===== src/rtl/ucsbece154b_hazard_ctrl.sv =====
// Hazard unit for the 5-stage pipeline.
// Drives per-stage stall/flush controls and the Execute-stage forwarding
// selects. Hazard sources, highest priority first: reset, data-memory wait,
// multi-cycle multiply occupancy, branch mispredict, load-use.
// Optional build macro: HAZARD_PERF_CNT_EN adds saturating stall-cycle and
// mispredict performance counters; when undefined both outputs are tied to 0.
//
// Multiply FSM states:
//   state | meaning
//   IDLE  | no multi-cycle multiply in progress (first Execute cycle of a mul)
//   BUSY  | multiply occupying Execute; cnt counts down remaining cycles
module ucsbece154b_hazard_ctrl #(
    parameter int REG_AW  = 5,
    parameter int MUL_LAT = 3,
    parameter int CNT_W   = 32
) (
    input  logic              clk,
    input  logic              reset,
    input  logic [REG_AW-1:0] Rs1D_i,
    input  logic [REG_AW-1:0] Rs2D_i,
    input  logic [REG_AW-1:0] Rs1E_i,
    input  logic [REG_AW-1:0] Rs2E_i,
    input  logic [REG_AW-1:0] RdE_i,
    input  logic [REG_AW-1:0] RdM_i,
    input  logic [REG_AW-1:0] RdW_i,
    input  logic              RegWriteM_i,
    input  logic              RegWriteW_i,
    input  logic [1:0]        ResultSrcE_i,
    input  logic              MulE_i,
    input  logic              PCSrcE_i,
    input  logic              BranchTakenE_i,
    input  logic              MemReqM_i,
    input  logic              DMemReadyM_i,
    output logic              StallF_o,
    output logic              StallD_o,
    output logic              StallE_o,
    output logic              StallM_o,
    output logic              StallW_o,
    output logic              FlushD_o,
    output logic              FlushE_o,
    output logic              FlushM_o,
    output logic [1:0]        ForwardAE_o,
    output logic [1:0]        ForwardBE_o,
    output logic              MulBusy_o,
    output logic [CNT_W-1:0]  StallCycles_o,
    output logic [CNT_W-1:0]  MispredCount_o
);

    // Counter is wide enough to hold MUL_LAT-1; with MUL_LAT=1 the FSM is inert.
    localparam int            CW        = $clog2(MUL_LAT) + 1;
    localparam bit            MUL_MULTI = (MUL_LAT > 1);
    localparam logic [CW-1:0] CNT_LOAD  = CW'(MUL_LAT - 1);
    localparam logic [CW-1:0] CNT_ONE   = CW'(1);

    typedef enum logic {
        IDLE = 1'b0,
        BUSY = 1'b1
    } mulState_t;

    mulState_t     state, stateNext;
    logic [CW-1:0] cnt, cntNext;

    logic memStall;
    logic mispred;
    logic lwStall;
    logic mulStall;

    assign memStall = MemReqM_i & ~DMemReadyM_i;
    assign mispred  = (PCSrcE_i != BranchTakenE_i);
    assign lwStall  = (ResultSrcE_i == 2'b01) &
                      ((Rs1D_i == RdE_i) | (Rs2D_i == RdE_i)) &
                      (RdE_i != '0);
    // The last Execute cycle of a multiply (BUSY, cnt==1) releases the stall.
    assign mulStall = MUL_MULTI & MulE_i &
                      ((state == IDLE) | ((state == BUSY) & (cnt != CNT_ONE)));

    // Multiply FSM state register; reset aborts any multiply in flight.
    always_ff @(posedge clk) begin
        if (reset) begin
            state <= IDLE;
            cnt   <= '0;
        end else begin
            state <= stateNext;
            cnt   <= cntNext;
        end
    end

    // Multiply FSM next state; a memory wait freezes the whole FSM.
    always_comb begin
        stateNext = state;
        cntNext   = cnt;
        if (!memStall) begin
            case (state)
                IDLE: begin
                    if (MulE_i && MUL_MULTI) begin
                        stateNext = BUSY;
                        cntNext   = CNT_LOAD;
                    end
                end
                BUSY: begin
                    if (cnt == CNT_ONE) stateNext = IDLE;
                    else                cntNext   = cnt - CNT_ONE;
                end
                default: stateNext = IDLE;
            endcase
        end
    end

    assign MulBusy_o = (state == BUSY);

    // Prioritised stall/flush selection; exactly one hazard source acts per cycle.
    always_comb begin
        StallF_o = 1'b0;
        StallD_o = 1'b0;
        StallE_o = 1'b0;
        StallM_o = 1'b0;
        StallW_o = 1'b0;
        FlushD_o = 1'b0;
        FlushE_o = 1'b0;
        FlushM_o = 1'b0;
        if (reset) begin
            FlushD_o = 1'b1;
            FlushE_o = 1'b1;
            FlushM_o = 1'b1;
        end else if (memStall) begin
            // E stays frozen, so a pending mispredict is still visible afterwards.
            StallF_o = 1'b1;
            StallD_o = 1'b1;
            StallE_o = 1'b1;
            StallM_o = 1'b1;
            StallW_o = 1'b1;
        end else if (mulStall) begin
            StallF_o = 1'b1;
            StallD_o = 1'b1;
            StallE_o = 1'b1;
            FlushM_o = 1'b1;
        end else if (mispred) begin
            // No F/D stall here, otherwise the redirected fetch would be lost.
            FlushD_o = 1'b1;
            FlushE_o = 1'b1;
        end else if (lwStall) begin
            StallF_o = 1'b1;
            StallD_o = 1'b1;
            FlushE_o = 1'b1;
        end
    end

    // Execute operand forwarding; the younger M result wins over W.
    always_comb begin
        ForwardAE_o = 2'b00;
        ForwardBE_o = 2'b00;
        if (RegWriteM_i && (RdM_i == Rs1E_i) && (Rs1E_i != '0))      ForwardAE_o = 2'b10;
        else if (RegWriteW_i && (RdW_i == Rs1E_i) && (Rs1E_i != '0)) ForwardAE_o = 2'b01;
        if (RegWriteM_i && (RdM_i == Rs2E_i) && (Rs2E_i != '0))      ForwardBE_o = 2'b10;
        else if (RegWriteW_i && (RdW_i == Rs2E_i) && (Rs2E_i != '0)) ForwardBE_o = 2'b01;
    end

`ifdef HAZARD_PERF_CNT_EN
    localparam logic [CNT_W-1:0] CNT_INC = {{(CNT_W-1){1'b0}}, 1'b1};

    logic [CNT_W-1:0] stallCycles;
    logic [CNT_W-1:0] mispredCount;
    logic             mispredApplied;

    assign mispredApplied = ~reset & ~memStall & ~mulStall & mispred;

    // Saturating performance counters.
    always_ff @(posedge clk) begin
        if (reset) begin
            stallCycles  <= '0;
            mispredCount <= '0;
        end else begin
            if (StallF_o && (stallCycles != '1))
                stallCycles <= stallCycles + CNT_INC;
            if (mispredApplied && (mispredCount != '1))
                mispredCount <= mispredCount + CNT_INC;
        end
    end

    assign StallCycles_o  = stallCycles;
    assign MispredCount_o = mispredCount;
`else
    assign StallCycles_o  = '0;
    assign MispredCount_o = '0;
`endif

endmodule


===== config.mk =====
export PLATFORM = sky130hd
export DESIGN_NAME = ucsbece154b_hazard_ctrl
export DESIGN_NICKNAME = d
export VERILOG_FILES = /design/src/rtl/ucsbece154b_hazard_ctrl.sv
export SDC_FILE = /design/constraint.sdc
export NUM_CORES = 1
export LEC_CHECK = 0
export CAP_MARGIN = 5
export CORE_UTILIZATION = 30
export CTS_CLUSTER_DIAMETER = 50
export DETAILED_ROUTE_END_ITERATION = 10
export PLACE_DENSITY = 0.79
export SLEW_MARGIN = 10
export SYNTH_ARGS = -nofsm -noshare
export SYNTH_HDL_FRONTEND = slang
export SYNTH_SLANG_ARGS = --single-unit

===== constraint.sdc =====
create_clock -name clk -period 2.1 [get_ports clk]
set_clock_uncertainty 0.15 [all_clocks]
set_input_delay 0.42 -clock clk [delete_from_list [all_inputs] [get_ports clk]]
set_output_delay 0.42 -clock clk [all_outputs]
set_load 0.01 [all_outputs]

== Yosys cells after proc, flatten, opt, wreduce, memory -nomap -nowiden ==
Index checks and enable logic that the tools add are counted.
Word-level totals
  bits in read-only memories: 0
  output and inout port bits: 77
  logic and storage cells: 67
  latch bits: 0
  memory bits (writable): 0
  flip-flop bits (word level): 4
  bits of input ports: 46
  memories kept: 0
Operators by class
  $mul: 0
  bitwise gates (word level): 10
  shift-type cells: 0
  mux-type cells: 30
  div/mod/pow operators: 0
  reductions and logical operators: 12
  eq/ne operators: 12
  magnitude comparators: 0
  $add $sub $neg: 1
Operators by type and width (count)
  $eq 5x5->1: 6
  $mux 1: 24
  $reduce_bool 5->1: 3
  $logic_and 1x1->1: 8
  $mux 3: 2
  $pmux 3 s2: 1
  $and 1x1->1: 5
  $mux 2: 2
  $ne 2x2->1 const B: 2
  $eq 3x1->1 const B: 1
  $ne 3x1->1 const B: 1
  $not 1->1: 3
  $reduce_and 3->1: 1
  $sub 3x1->3 const B: 1
  $eq 2x1->1 const B: 1
  $or 1x1->1: 2
  $pmux 1 s2: 1
  $ne 1x1->1: 1

== Longest topological paths before layout ==
Gate-level depths: netlist of run 1.
  depth after elaboration: 9
  depth in mapped cells: 6
  depth with buffers taken out: 6

== Worst setup path before layout of run 1 ==
OpenSTA, ideal clock, no wires.
  path kind: input port to output port
  start point: input Rs1E_i[1]
  end point: output ForwardAE_o[0]
  path buffers: 0
  data required time: 1530 ps
  data arrival time: 1483 ps
  stages: 4
  path slack: 47 ps
  cell sequence: or4_4 -> nor2_4 -> nor4_2 -> nor4_2
On the way
  word-level cells in the longest chain between the ends: 5
  elaborated cells on any way between the ends: 9
RTL lines
  start: declaration: line 21  | input logic [REG_AW-1:0] Rs1E_i,
  $eq 5x5->1: line 153  | else if (RegWriteW_i && (RdW_i == Rs1E_i) && (Rs1E_i != '0)) ForwardAE_o = 2'b01;
  $logic_and 1x1->1 (2 in a row): line 153
  $mux 1: line 153
  $mux 2 *: line 152  | if (RegWriteM_i && (RdM_i == Rs1E_i) && (Rs1E_i != '0)) ForwardAE_o = 2'b10;
  end: declaration: line 42  | output logic [1:0] ForwardAE_o,
Mark *: on every way between the ends. The rest lies on a longest branch, timed or not.

== Worst setup path in the final report of run 1 ==
  start point: input Rs1E_i[3]
  end point: output ForwardAE_o[0]
Same word-level chain as after synthesis.

==> run_results.csv, run 1 <==
group,metric,value,unit
route,dr_total_vias,1253,
power_and_ir_drop,p_seq_frac,0.132,
critical_path,arrival,1.82,ns
power_and_ir_drop,total_power,691.5,uW
synth,synthFlopType,"dfxtp_1",
critical_path,max_stage_delay,0.55,ns
cells_and_area,fillers,352,
sta,setup_viol,8,
synth,yosysTopAreaCellShare,0.4053,
hold_path,hold_path_class,"reg2reg",
synth,synth_area,0.001222,mm2
floorplanning,io_pins,123,
synth,synthTopCellsByCount,"buf_4, xnor2_1, xor2_1",
grt,grt_max_degree,9,
power_and_ir_drop,p_switching,250.6,uW
power_and_ir_drop,clkPwrFrac,0.225,
cells_and_area,layout.cells.non_filler,308,
sta,final.min_clock_period,2.389,ns
floorplanning,die_y,65.84,um
grt,grt_usage,0.1487,
outcome,run_status,"finished, violations left",
synth,synth_cells,155,
power_and_ir_drop,power.leakage,1.059,nW
placed_design,dp_cells,283,
placed_design,gp_congestion,0.7946,
floorplanning,rows,22,
cts,cts_made_buffers,3,
critical_path,critPathKind,"in2out",
power_and_ir_drop,p_int,440.9,uW
placed_design,dp_hpwl,2521,um
floorplanning,core,0.003771,mm2
synth,syn_avg_cell_area,7.887,um2
route,first_iter_violations,13,
floorplanning,initial_utilization,0.3242,
grt,antenna_found_initial,0,
power_and_ir_drop,p_sw_frac,0.3624,
synth,ys_top_cells_by_area,"buf_4, xnor2_1, xor2_1, dfxtp_1, nor4_2",
cts,htree_levels,1,
cts,cts.sinks,4,
route,wl_per_cell,11.20,um
critical_path,cp.required,1.53,ns
route,antenna_left,0,
floorplanning,dieArea,0.004334,mm2
cells_and_area,seq_area,82.58,um2
critical_path,crit_family,"simple AND/OR/NAND/NOR gates",
cts,cts_root_buffer,"clkbuf_8",
cells_and_area,final_layout_size_suffix_gt1_frac,0.4115,
sta,hold_viol_final,0,
synth,synth_cell_types,29,
grt,overflow,0,
cts,cts_hold_buffers,0,
cells_and_area,fin_nets,310,
floorplanning,die_w,65.84,um
synth,synthArstFlopShare,0,
synth,synth_top_area_cell,"buf_4",
sta,max_freq,418.7,MHz
cts,cts_buffer_depth,2,
flow_run,max-cap-violations,0,
power_and_ir_drop,comb_power_share,0.642,
cts,cts_tree,"yes",
critical_path,crit_buf_inv,3,
sta,finalCritPeriodShare,1.137,
power_and_ir_drop,ir_drop,235.2,uV
route,firstDrtPassIters,4,
synth,ys_seq_elements,4,
sta,grt_setup_unrepaired,"yes",
power_and_ir_drop,pwr_density_cell,319.3,mW/mm2
placed_design,io_buffers,58,
cells_and_area,antennaDiodeCount,0,
cells_and_area,multi_input_area,0.001059,mm2
grt,grt_pass1_wl,4995,um
synth,yosysSeqAreaShare,0.06551,
critical_path,cp-start-kind,"primary input",
synth,ys_warn_count,0,
grt,first_global_vias,1185,
route,viasPerCell,4.068,
route,finalWirelength,3451,um
critical_path,crit_chain,"buf_6 > or4_4 > nor2_4 > nor4_4 > buf_4 > nor4_4 > buf_2",
sta,slew_violations,0,
cts,clk_latency,0.21,ns
outcome,violations,"negative setup slack",
cts,clk_pin_slew,0.03,ns
critical_path,crit_path_frequent_cell,"nor4_4",
critical_path,critPathSlowestCell,"or4_4",
critical_path,crit_fanout,2,
synth,synth_edf_count,0,
sta,worst_slack,-0.2885,ns
route,remaining_drc_errors,0,
critical_path,endpoint_kind,"output pin",
cells_and_area,area.growth.synth_to_final,77.18,%
synth,synthMostInstantiatedCell,"buf_4",
-- cell families (layout without fill, tap and decap cells) --
kind of cell             after synthesis  after routing  share of synthesized area
buffers and inverters                 71            113                     0.4207
adder cells (fa/ha/maj)                2              2                    0.02047
XOR/XNOR                              33             33                     0.2364
AND/OR/NAND/NOR                       30             30                     0.1658
AO/OA/AOI/OAI                         14             14                    0.08803
other                                  1             64                   0.003068
flip-flops                             4              4                    0.06551
-- final cells by class --
type,count,area share
Timing Repair Buffer,106,0.4194
Multi-Input combinational cell,143,0.4887
Clock buffer,3,0.01906
Inverter,4,0.006932
Sequential cell,4,0.03813
Tap cell,48,0.02773
-- worst min-delay path: cells and delay by family, from the launching register on --
family | cells | cell delay (ns)
and+or+nand+nor | 1 | 0.10
DFF | 1 | 0.31
AOI/OAI and AO/OA | 1 | 0.05
-- routing by layer --
layer,global-route usage,vias up,routed length [um]
li1,-,596,-
met1,0.1499,571,1167
met2,0.2972,80,1961
met3,0.02069,6,264
met4,0.05978,0,57
met5,0,-,0
-- cell usage in the layout (no fill, tap or decap), drive strengths merged, types with 2 or more instances in the layout --
cell,n
buf,71
conb,64
dlygate4sd2,23
xnor2,18
xor2,15
nor2,11
clkdlybuf4s50,10
nand4,4
inv,4
nor4,4
dfxtp,4
or4,3
nand2,3
clkbuf,3
a21oi,3
nor3,2
o21bai,2
ha,2
clkdlybuf4s15,2
o2111ai,2
-- sequential cells by signal, summed over array words and instances (netlist names) --
register / flops
MulBusy_o: 1
cnt: 3
-- path summary, 6_finish.rpt --
check,end,slack [ns],from,cells after the start
worst max-delay path,ForwardAE_o[0],-0.29,Rs1E_i[3],7
worst min-delay path,cnt[1],0.36,cnt[1],2
worst max register to register,cnt[2],0.05,cnt[1],13
worst min register to register,cnt[1],0.36,cnt[1],2
-- power by group through the flow --
stage	Combinational, mW	Clock (mW)	Sequential [mW]
6_report	0.444	0.156	0.0915
5_1_grt	0.484	0.166	0.0923
4_1_cts	0.410	0.160	0.0913
3_5_place_dp	0.357	0	0.0900
3_3_place_gp	0.352	0	0.0898
2_1_floorplan	0.253	0	0.0934
-- what timing repair did --
item / CTS / global route
setup buffers: 23 / 4
pin swaps: 39 / 22
hold endpoints to repair: 0 / 0
gates resized for setup: 155 / 18
setup endpoints to repair: 12 / 13
-- stage by stage --
stage | TNS, ns | instance area, um2 | hold slack [ns] | utilization | setup slack [ns]
after global placement | -6.614 | 1795 | 0.3411 | 0.4761 | -0.8480
after global routing | -1.238 | 2166 | 0.3695 | 0.5743 | -0.3297
after detailed placement | -6.991 | 1795 | 0.3451 | 0.4761 | -0.9193
after CTS | -0.6342 | 2102 | 0.3586 | 0.5574 | -0.3017
final | -0.6186 | 2166 | 0.3576 | 0.5743 | -0.2885
after floorplan | 0 | 1459 | 0.3263 | - | 0.04708
Note: power is estimated with default switching activity, not from simulation.
==> run 2, diff against run 1 <==
--- a/config.mk
+++ b/config.mk
@@ -5,8 +5,9 @@
 export SDC_FILE = /design/constraint.sdc
 export NUM_CORES = 1
 export LEC_CHECK = 0
+export ABC_AREA = 1
 export CAP_MARGIN = 5
-export CORE_UTILIZATION = 30
+export CORE_UTILIZATION = 31
 export CTS_CLUSTER_DIAMETER = 50
 export DETAILED_ROUTE_END_ITERATION = 10
 export PLACE_DENSITY = 0.79
==> run_results.csv, run 2 <==
group,metric,value,unit
outcome,run_status,"finished, violations left",
outcome,violations,"negative setup slack",
floorplanning,io_pins,123,
power_and_ir_drop,ir_drop,201.0,uV
critical_path,cp.required,1.53,ns
grt,grt_max_degree,8,
cts,htree_levels,1,
route,first_iter_violations,44,
critical_path,r2r_start,"cnt[1]",
hold_path,hold_path_class,"reg2reg",
synth,synth_top_area_cell,"buf_4",
synth,synth_cells,228,
sta,fin_hold_ws,0.3474,ns
power_and_ir_drop,power.leakage,1.142,nW
synth,synthFlopType,"dfxtp_1",
cts,cts_made_buffers,3,
synth,yosys.area_share.simple,0.2756,
grt,overflow,0,
power_and_ir_drop,pwr_density_cell,309.5,mW/mm2
cts,cts_tree,"yes",
critical_path,critPathKind,"in2out",
route,remaining_drc_errors,0,
cells_and_area,top_register,"cnt",
floorplanning,core,0.004058,mm2
hold_path,hold_start,"cnt[2]",
route,firstDrtPassIters,4,
synth,muxShareOfSynthArea,0,
cts,clk_pin_slew,0.03,ns
cells_and_area,final_common_cell,"conb_1",
route,dr_total_vias,1330,
synth,yosysTopAreaCellShare,0.3750,
synth,ys_top_cells_by_area,"buf_4, nand2_1, inv_1, nor2_1, dfxtp_1",
synth,synthTopCellsByCount,"buf_4, nand2_1, inv_1",
synth,synthArstFlopShare,0,
placed_design,io_buffers,58,
sta,max_freq,470.3,MHz
synth,synthAdderAreaFrac,0.01894,
synth,synth-xor-area-share,0.08617,
synth,ys_warn_count,0,
floorplanning,die_w,67.29,um
grt,grt_usage,0.1112,
power_and_ir_drop,total_power,559.2,uW
synth,synth_top_family_by_area,"buffers and inverters",
cells_and_area,final_core_util,0.4453,
grt,grt_pass1_wl,3946,um
cells_and_area,area.growth.synth_to_final,36.74,%
synth,yosysSeqAreaShare,0.06061,
cells_and_area,fin_nets,345,
cts,cts_buffer_depth,2,
sta,hold_viol_final,0,
cells_and_area,seq_area,80.08,um2
placed_design,dp_hpwl,2398,um
floorplanning,rows,23,
sta,worst_slack,-0.02636,ns
critical_path,endpoint_kind,"output pin",
route,viasPerCell,3.855,
synth,synth_edf_count,0,
placed_design,gp_congestion,0.7561,
route,antenna_left,0,
sta,slew_violations,0,
sta,setup_viol,1,
sta,finalCritPeriodShare,1.013,
cts,clk_latency,0.22,ns
floorplanning,dieArea,0.004527,mm2
synth,synth_compound_gate_area_share,0.07860,
placed_design,dp_slack,-0.5520,ns
floorplanning,initial_utilization,0.3256,
flow_run,max-cap-violations,0,
cts,cts_setup_buffers,0,
cells_and_area,final_layout_size_suffix_gt1_frac,0.1288,
synth,ys_seq_elements,4,
cells_and_area,largest_reg_flops,3,
cells_and_area,fillers,425,
critical_path,cp-start-kind,"primary input",
synth,syn_avg_cell_area,5.795,um2
route,wl_per_cell,8.275,um
route,finalWirelength,2855,um
critical_path,crit_fanout,3,
grt,antenna_found_initial,0,
grt,first_global_vias,1031,
synth,synthMostInstantiatedCell,"buf_4",
cells_and_area,antennaDiodeCount,0,
cts,cts.sinks,4,
cells_and_area,most-common-layout-cells,"conb_1, nand2_1, inv_1, nor2_1, dlygate4sd2_1",
critical_path,arrival,1.56,ns
synth,synth_cell_types,21,
sta,grt_setup_unrepaired,"yes",
sta,final.min_clock_period,2.126,ns
floorplanning,die_y,67.29,um
critical_path,crit_path_start,"DMemReadyM_i",
cells_and_area,multi_input_area,899.6,um2
cts,cts_root_buffer,"clkbuf_8",
synth,synth_area,0.001321,mm2
## run 2: cell types whose count changed after synthesis, moves of 10 or more
cell / change
inv_1: +32
nor2_1: +22
xnor2_1: -14
nand2_1: +38
o21ai_0: +10
## run 2: logic make-up (layout without fill, tap and decap cells)
logic type      Yosys count  in the layout
xor+xnor                 13             13
fa+ha+maj                 2              2
simple gates             88             88
compound gates           18             18
other cells               1             64
flops                     4              4
buf+inv                 102            106
## run 2: power breakdown
group / internal, mW / switching, mW / total [mW]
sequential: 0.0836 / 0.00377 / 0.0873
clock: 0.122 / 0.0424 / 0.165
combinational: 0.131 / 0.176 / 0.307
## run 2: routing by layer
metal  GRT usage  part of all wire
met3     0.02365             0.084
met4     0.02926            0.0095
met2      0.2063              0.51
met5           0                 0
met1      0.1265              0.40
## run 2: path summary, 6_finish.rpt
| check | slack [ns] | to | cells after the start |
|---|---|---|---|
| worst max-delay path | -0.03 | StallE_o | 7 |
| worst min register to register | 0.35 | cnt[2] | 2 |
| worst min-delay path | 0.35 | cnt[2] | 2 |
| worst max register to register | 0.71 | cnt[1] | 6 |
## run 2: through the flow
stage               cells  cell area [um2]   TNS, ns
global placement      342             1773    -4.804
floorplan             291             1558         0
global route          345             1807   -0.1180
CTS                   345             1769  -0.01627
finish                345             1807  -0.02636
detailed placement    342             1773    -4.959
## run 2: what timing repair did
action / 4_1_cts / 5_1_grt
pin swaps: 10 / 17
hold buffers: 0 / 0
cloned: 0 / 0
gates resized for setup: 69 / 30
setup endpoints to repair: 12 / 12
## run 2: cell type report
type / count / share of cell area
clock buffer: 3 / 0.02285
tap: 50 / 0.03463
timing repair buffer: 67 / 0.3255
sequential: 4 / 0.04432
inverter: 36 / 0.07479
multi-input combinational: 185 / 0.4979
## run 2: critical path, stage by stage
cell and delay [ns]:
clkdlybuf4s50_1 0.51, nor2_4 0.06, a21oi_4 0.14, inv_1 0.05, nand2_1 0.07, inv_1 0.04, dlygate4sd2_1 0.27
